### config.mk
export PLATFORM = sky130hd
export DESIGN_NAME = v3_deque_ring
export DESIGN_NICKNAME = d
export VERILOG_FILES = /design/src/rtl/v3_deque_ring.sv
export SDC_FILE = /design/constraint.sdc
export NUM_CORES = 2
export LEC_CHECK = 0
export CAP_MARGIN = 5
export CORE_MARGIN = 8
export CORE_UTILIZATION = 45
export DETAILED_ROUTE_END_ITERATION = 8
export GPL_ROUTABILITY_DRIVEN = 0
export PLACE_DENSITY = 0.61
export SLEW_MARGIN = 10
export SYNTH_ARGS = -nofsm -noshare
export SYNTH_HDL_FRONTEND = slang
export SYNTH_SLANG_ARGS = --single-unit
export TNS_END_PERCENT = 10
### constraint.sdc
create_clock -name clk -period 4.9 [get_ports clk]
set_input_delay 1.47 -clock clk [delete_from_list [all_inputs] [get_ports clk]]
set_output_delay 1.47 -clock clk [all_outputs]
set_load 0.01 [all_outputs]
### src/rtl/v3_deque_ring.sv
// v3_deque_ring: double-ended queue on a circular buffer.
//
// Storage is a ring indexed by head (front element) and tail (one past the
// back element), so every push/pop is O(1) with no data movement. At most one
// of the four operations is granted per cycle. The granted op's *_cpl pulses
// for one cycle after the grant edge, and popped data arrives with that pulse.
//
// Optional feature macro: DEQUE_RR_ARB_EN
//   undefined : fixed priority enq_back > enq_front > deq_back > deq_front
//   defined   : round-robin in the ring order enq_back, enq_front, deq_back,
//               deq_front, using a 2-bit pointer that names the op with the
//               highest priority
//
// Ports:
//   clk, rst                  clock, synchronous active-high reset
//   enq_back_req/_data/_cpl   push at back
//   enq_front_req/_data/_cpl  push at front
//   deq_front_req/_cpl/_data  pop from front, registered data
//   deq_back_req/_cpl/_data   pop from back, registered data
//   count, full, empty        registered occupancy status
module v3_deque_ring #(
    parameter int p_depth    = 32,
    parameter int p_bitwidth = 32,
    parameter int p_ptrwidth = $clog2(p_depth)
) (
    input  logic                  clk,
    input  logic                  rst,
    input  logic                  enq_back_req,
    input  logic [p_bitwidth-1:0] enq_back_data,
    output logic                  enq_back_cpl,
    input  logic                  enq_front_req,
    input  logic [p_bitwidth-1:0] enq_front_data,
    output logic                  enq_front_cpl,
    input  logic                  deq_front_req,
    output logic                  deq_front_cpl,
    output logic [p_bitwidth-1:0] deq_front_data,
    input  logic                  deq_back_req,
    output logic                  deq_back_cpl,
    output logic [p_bitwidth-1:0] deq_back_data,
    output logic [p_ptrwidth:0]   count,
    output logic                  full,
    output logic                  empty
);

    // Op indices, in the round-robin ring order.
    localparam int OP_EB = 0;
    localparam int OP_EF = 1;
    localparam int OP_DB = 2;
    localparam int OP_DF = 3;

    logic [p_bitwidth-1:0] mem [p_depth];
    logic [p_ptrwidth-1:0] head;
    logic [p_ptrwidth-1:0] tail;
    logic [p_ptrwidth-1:0] head_m1;
    logic [p_ptrwidth-1:0] tail_m1;
    logic [p_ptrwidth:0]   count_next;

    logic [3:0] req_vec;
    logic [3:0] elig;
    logic [3:0] grant;

    // Pointer arithmetic wraps naturally at p_ptrwidth bits (p_depth is 2^n).
    assign head_m1 = head - 1'b1;
    assign tail_m1 = tail - 1'b1;

    assign req_vec = {deq_front_req, deq_back_req, enq_front_req, enq_back_req};
    assign elig    = req_vec & {~empty, ~empty, ~full, ~full};

`ifdef DEQUE_RR_ARB_EN
    logic [1:0] prio;
    logic [1:0] prio_next;
    logic [1:0] idx;

    // Scan the ring starting at prio; first eligible op wins and the pointer
    // moves to the op after it.
    always_comb begin
        grant     = '0;
        prio_next = prio;
        idx       = '0;
        for (int k = 0; k < 4; k++) begin
            idx = prio + 2'(k);
            if (grant == '0 && elig[idx]) begin
                grant[idx] = 1'b1;
                prio_next  = idx + 2'd1;
            end
        end
    end

    always_ff @(posedge clk) begin
        if (rst) prio <= 2'd0;
        else     prio <= prio_next;
    end
`else
    always_comb begin
        grant = '0;
        if (elig[OP_EB])      grant[OP_EB] = 1'b1;
        else if (elig[OP_EF]) grant[OP_EF] = 1'b1;
        else if (elig[OP_DB]) grant[OP_DB] = 1'b1;
        else if (elig[OP_DF]) grant[OP_DF] = 1'b1;
    end
`endif

    always_comb begin
        count_next = count;
        if (grant[OP_EB] || grant[OP_EF])      count_next = count + 1'b1;
        else if (grant[OP_DB] || grant[OP_DF]) count_next = count - 1'b1;
    end

    // Storage has no reset; writes are blocked during reset so a grant in the
    // reset cycle leaves no trace.
    always_ff @(posedge clk) begin
        if (!rst) begin
            if (grant[OP_EB])      mem[tail]    <= enq_back_data;
            else if (grant[OP_EF]) mem[head_m1] <= enq_front_data;
        end
    end

    always_ff @(posedge clk) begin
        if (rst) begin
            head           <= '0;
            tail           <= '0;
            count          <= '0;
            full           <= 1'b0;
            empty          <= 1'b1;
            enq_back_cpl   <= 1'b0;
            enq_front_cpl  <= 1'b0;
            deq_front_cpl  <= 1'b0;
            deq_back_cpl   <= 1'b0;
            deq_front_data <= '0;
            deq_back_data  <= '0;
        end else begin
            enq_back_cpl  <= grant[OP_EB];
            enq_front_cpl <= grant[OP_EF];
            deq_back_cpl  <= grant[OP_DB];
            deq_front_cpl <= grant[OP_DF];

            if (grant[OP_EB]) tail <= tail + 1'b1;
            if (grant[OP_EF]) head <= head_m1;
            if (grant[OP_DF]) begin
                deq_front_data <= mem[head];
                head           <= head + 1'b1;
            end
            if (grant[OP_DB]) begin
                deq_back_data <= mem[tail_m1];
                tail          <= tail_m1;
            end

            count <= count_next;
            full  <= (count_next == (p_ptrwidth + 1)'(p_depth));
            empty <= (count_next == '0);
        end
    end

endmodule

## Yosys cells after proc, flatten, opt, wreduce, memory -nomap -nowiden

Memory sizes are Yosys's and may differ from the RTL's. A register that Yosys moved wholly into a read port is not among the register bits.
Index checks and enable logic that the tools add are counted.

| operators by class | value |
|---|---|
| add/sub/neg operators | 6 |
| eq/ne operators | 1 |
| reduce and logical (&&, ||, !) cells | 6 |
| bitwise gates (word level) | 3 |
| mux-type cells | 23 |

Operator list:

| kind | count |
|---|---|
| $mux W32 | 1 |
| $reduce_or A32 Y1 | 1 |
| $mux W5 | 5 |
| $mux W1 | 13 |
| $mux W6 | 2 |
| $add A5 B1 Y5 const B | 2 |
| $sub A5 B1 Y5 const B | 2 |
| $add A6 B1 Y6 const B | 1 |
| $eq A6 B6 Y1 const B | 1 |
| $logic_not A6 Y1 | 1 |
| $sub A6 B1 Y6 const B | 1 |
| $and A4 B4 Y4 | 1 |
| $reduce_bool A2 Y1 | 2 |
| $mux W3 | 1 |
| $logic_or A1 B1 Y1 | 2 |
| $mux W2 | 1 |
| $not A1 Y1 | 2 |

| storage, ports and cells | value |
|---|---|
| bits in registers | 22 |
| bits of input ports | 70 |
| logic and storage cells | 49 |
| output and inout bits | 76 |
| memory bits (writable) | 1,024 |
| memories | 1 |

Memories:

| memory | words | bits a word | read ports | clocked after memory_dff | write ports | line | source |
|---|---|---|---|---|---|---|---|
| mem | 32 | 32 | 2 | 2 | 1 | 51 | `logic [p_bitwidth-1:0] mem [p_depth];` |

## Depth between registers and ports, before layout

| depth | value |
|---|---|
| depth in word-level cells | 12 |
| gate-level depth with buffers | 13 |
| gate-level depth less buffers | 7 |

## Worst setup path before layout

OpenSTA, ideal clock, no wires.

| timing | value |
|---|---|
| path type | input to register |
| start | input enq_back_req |
| end | memory mem[16][0], enable pin |
| arrival time | 4.047 ns |
| setup slack | 0.432 ns |
| library setup time | 0.421 ns |
| stages | 6 |
| data required time | 4.479 ns |
| buffers on the path | 1 |
| path through | nor4b_4 > clkbuf_1 > nor2_1 > a21oi_1 > nand2_1 > nor2_1 |

| on the way | value |
|---|---|
| word-level cells in the longest chain between the ends | 8 |
| elaborated cells between the ends (all ways) | 13 |
| those cells by class | 11 x mux; 1 x bitwise; 1 x reduce/logical |

Ends and longest elaborated chain:

| element | line | source |
|---|---|---|
| start: declaration | 28 | `input logic enq_back_req,` |
| $and A4 B4 Y4 * | 67 | `assign elig = req_vec & {~empty, ~empty, ~full, ~full};` |
| $mux W3 | 96 | `if (elig[OP_EB]) grant[OP_EB] = 1'b1;` |
| $mux W1 | 114 | `else if (grant[OP_EF]) mem[head_m1] <= enq_front_data;` |
| $mux W1 | 113 | `if (grant[OP_EB]) mem[tail] <= enq_back_data;` |
| $mux W1 | 112 | `if (!rst) begin` |
| $mux W1 (implied by the code) | 114 |  |
| $reduce_or A32 Y1 (no line) | -- |  |
| $mux W5 (no line) or $mux W1 (tied branches) | -- |  |
| end: declaration | 51 |  |

Every way passes the cells marked *; elsewhere a longest branch is shown, timed or not.

## Worst setup path after layout

| timing | value |
|---|---|
| start | input enq_front_req |
| end | memory mem[23][24], enable pin |

| on the way | value |
|---|---|
| word-level cells in the longest chain between the ends | 9 |
| elaborated cells between the ends (all ways) | 10 |
| those cells by class | 8 x mux; 1 x bitwise; 1 x reduce/logical |

Ends and longest elaborated chain:

| element | line | source |
|---|---|---|
| start: declaration | 31 | `input logic enq_front_req,` |
| $and A4 B4 Y4 * | 67 |  |
| $mux W1 * | 97 | `else if (elig[OP_EF]) grant[OP_EF] = 1'b1;` |
| $mux W3 * | 96 |  |
| $mux W1 * | 114 |  |
| $mux W1 * | 113 |  |
| $mux W1 * | 112 |  |
| $mux W1 (implied by the code) * | 114 |  |
| $reduce_or A32 Y1 (no line) | -- |  |
| $mux W5 (no line) or $mux W1 (tied branches) | -- |  |

Marked as above.

==> results.yml <==
synth:
  syn_inst: 2529
  synth_edf_count: 1024
  async_flop_share_pct: 0
  yosys.cell_types.count: 61
  synth.area.top_cells: "edfxtp_1, mux4_2, dfxtp_1"
  ys_ff_latch: 1110
  syn_nets: 2605
  syn_avg_cell_area_um2: 20.1
  yosysTopAreaCell: "edfxtp_1"
  syn_area_um2: 50900
  synth_top_area_share_pct: 60.4
  synth_most_common_cell: "edfxtp_1"
  synth_flop_cell: "edfxtp_1"
  yosysWarnings: 0
  netlist_top_cells_count: "edfxtp_1, mux4_2, mux2i_1"
  seq_area_frac_synth_pct: 63.7
die:
  fp.coreArea_um2: 112000
  rows: 123
  pin_count: 146
  die_y_um: 352
  initial_core_util_pct: 45.3
  die_w_um: 352
  die_area_um2: 124000
global_routing:
  antenna_found_initial: 4
  grt_pass1_wl_um: 213000
  grt_max_degree: 142
  grt.overflow.total: 0
  gr-usage-all-layers_pct: 23.3
  grt_pass1_vias: 29100
layout:
  drive_gt1_share_pct: 34.4
  syn_to_final_growth_pct: 15.3
  fin_util_pct: 52.3
  n_fill_cell: 8772
  final_nets: 2782
worst_setup_path:
  critPathTopFamily: "simple AND/OR/NAND/NOR gates"
  slowest_stage: "nor2_4"
  crit_path_start: "enq_front_req"
  slowest_delay_ns: 1.02
  worstSetupPathType: "in2reg"
  worstPathCellList: "clkdlybuf4s50_1 -> nor4b_4 -> buf_12 -> mux2i_1 -> a21oi_1 -> nand2_1 -> nor2_4 -> buf_4"
  crit_buf_inv: 3
  path_depth: 8
  cp.required_ns: 5.31
  cp_max_fo: 28
  worstPathArrival_ns: 4.50
  r2r-start: "tail[1]$_SDFFE_PP0P_"
  end_kind: "flop"
  crit_end: "mem[23][24]$_DFFE_PP_"
  r2r_end: "deq_back_data[7]$_SDFFE_PP0P_"
  r2r_cells: 7
  critPathLaunchType: "input port"
  ff2ff_setup_slack_ns: 0.92
route:
  wirelength_um: 147000
  viasPerCell: 6.62
  antenna_left: 0
  num_vias: 28500
  firstDrtPassIters: 5
  drcViolationCount: 0
  wl_per_cell_um: 34.1
  drt_iter0_drc: 3401
cts:
  holdBufCountCts: 0
  ctsResizeCount: 0
  cts_buffers: 112
  cts_tree: "done"
  path_clk_slew_ns: 0.06
  clock_path_buffers: 3
  cts_setup_buffers: 0
  cts_root_buffer: "clkbuf_16"
  htree_levels: 3
  worstSkewPairLatency_ns: 0.70
  cts_sinks: 1110
timing:
  max_slew_margin_pct: 12.9
  skew_ns: 0.0234
  finalSetupViolations: 0
  rsz0062_at_grt: "no"
  drv_slew: 0
  hold_violations: 0
  worst_pin_slew_ns: 1.30
  layout_min_cycle_time_ns: 4.09
  post-route-period-util_pct: 83.4
  fmax_ghz: 0.245
  tns_ns: 0
outcome:
  status: "completed"
power_and_ir_drop:
  leakagePower_nw: 17.8
  vdd.ir_drop.worst_mv: 0.254
  powerDensity_nw_per_um2: 407
placement:
  io_buffers: 145
  dp_hpwl_um: 94500
min_path:
  hold_path_class: "reg2reg"
run:
  maxCapViolCount: 0
-- logic make-up after synthesis --
logic type                 after synthesis  share of synthesized area [%]
DFF                                   1110                           63.7
muxes                                  725                           28.2
and+or+nand+nor                        242                           2.30
buffers and inverters                  216                           2.20
AOI/OAI and AO/OA                      215                           3.17
xor gates and xnor gates                15                          0.287
adders and majority gates                6                          0.147
-- cells in the final DEF (no fill, tap or decap), types with 15 or more instances in the layout --
master           synthesis  layout
mux4_2                 560     560
o22ai_1                 31      31
mux2_2                  49      49
clkinv_2                 0      16
clkinv_1                 0      20
mux2i_1                102     102
edfxtp_1              1024    1024
nor2_4                   0      33
nor2_1                  75      41
dfxtp_1                 86      81
clkinvlp_4               0      15
nand2_1                 29      28
a2111oi_0               34      34
o21ai_0                 20      20
a221o_1                 31      31
a21oi_1                 26      26
nor3_1                  94      94
buf_4                   28      81
clkbuf_1               101      22
buf_12                   4      46
a311oi_1                15      15
clkbuf_16                0     112
a211oi_1                33      33
clkdlybuf4s50_1          0     144
-- routing by layer --
layer	GRT usage (%)	vias up	routed length, um
met5	0	-	13
met4	4.38	2	2240
met3	6.46	163	16500
met2	35.4	1547	67700
met1	34.0	15400	60600
li1	-	11400	-
-- worst reg2reg max path, cell delays in order, from the launching register on --
cell and delay (ns):
dfxtp_1 0.62, inv_1 0.15, ha_4 0.22, xor2_4 1.00, mux2i_1 0.60, nor3_1 0.10, a2111oi_0 1.02, nor3_1 0.10
-- flip-flops by register name, indices dropped and copies added (netlist names) --
| signal | flops |
|---|---|
| mem | 1024 |
| enq_front_cpl | 1 |
| deq_front_cpl | 1 |
| deq_back_data | 32 |
| head | 5 |
| deq_front_data | 32 |
| full | 1 |
| tail | 5 |
| empty | 1 |
| count | 6 |
| deq_back_cpl | 1 |
| enq_back_cpl | 1 |
-- report_power, final --
group	total [W]	switching, W	internal (W)
clock network	0.00860	0.00372	0.00489
registers	0.0108	0.000204	0.0106
logic	0.00452	0.00259	0.00193
total	0.0239	0.00651	0.0174
-- final cells by class --
class,count,area [um^2],share of cell area [%]
antenna,3,7.51,0.0128
clock buffer,140,2970,5.05
clock inverter,72,704,1.20
inverter,8,30.0,0.0511
multi-input combinational,1203,17700,30.1
sequential,1110,32500,55.3
tap,1500,1880,3.20
timing repair buffer,271,2970,5.06
-- per-stage QoR --
| stage | area [um^2] | total power [W] | cells | hold slack (ns) | worst slack (ns) |
|---|---|---|---|---|---|
| after detailed placement | 55000 | 0.0155 | 4092 | 0.506 | 0.132 |
| final | 58700 | 0.0239 | 4307 | 0.507 | 0.811 |
| after floorplan | 50900 | 0.0137 | 2529 | 0.518 | 0.432 |
| after global placement | 55000 | 0.0154 | 4092 | 0.513 | 0.122 |
| after CTS | 58700 | 0.0240 | 4304 | 0.515 | 0.857 |
| after global routing | 58700 | 0.0246 | 4304 | 0.529 | 0.704 |
-- how the worst min path moves through the flow --
| stage | from | to | depth (start not counted) |
|---|---|---|---|
| 2_1_floorplan | deq_back_data[0]$_SDFFE_PP0P_ | deq_back_data[0]$_SDFFE_PP0P_ | 2 |
| 3_3_place_gp | deq_back_data[21]$_SDFFE_PP0P_ | deq_back_data[21]$_SDFFE_PP0P_ | 2 |
| 3_5_place_dp | deq_back_data[21]$_SDFFE_PP0P_ | deq_back_data[21]$_SDFFE_PP0P_ | 2 |
| 4_1_cts | deq_back_data[3]$_SDFFE_PP0P_ | deq_back_data[3]$_SDFFE_PP0P_ | 2 |
| 5_1_grt | deq_back_data[21]$_SDFFE_PP0P_ | deq_back_data[21]$_SDFFE_PP0P_ | 2 |
| 6_report | deq_back_data[2]$_SDFFE_PP0P_ | deq_back_data[2]$_SDFFE_PP0P_ | 2 |
(Power assumes the default switching activity.)
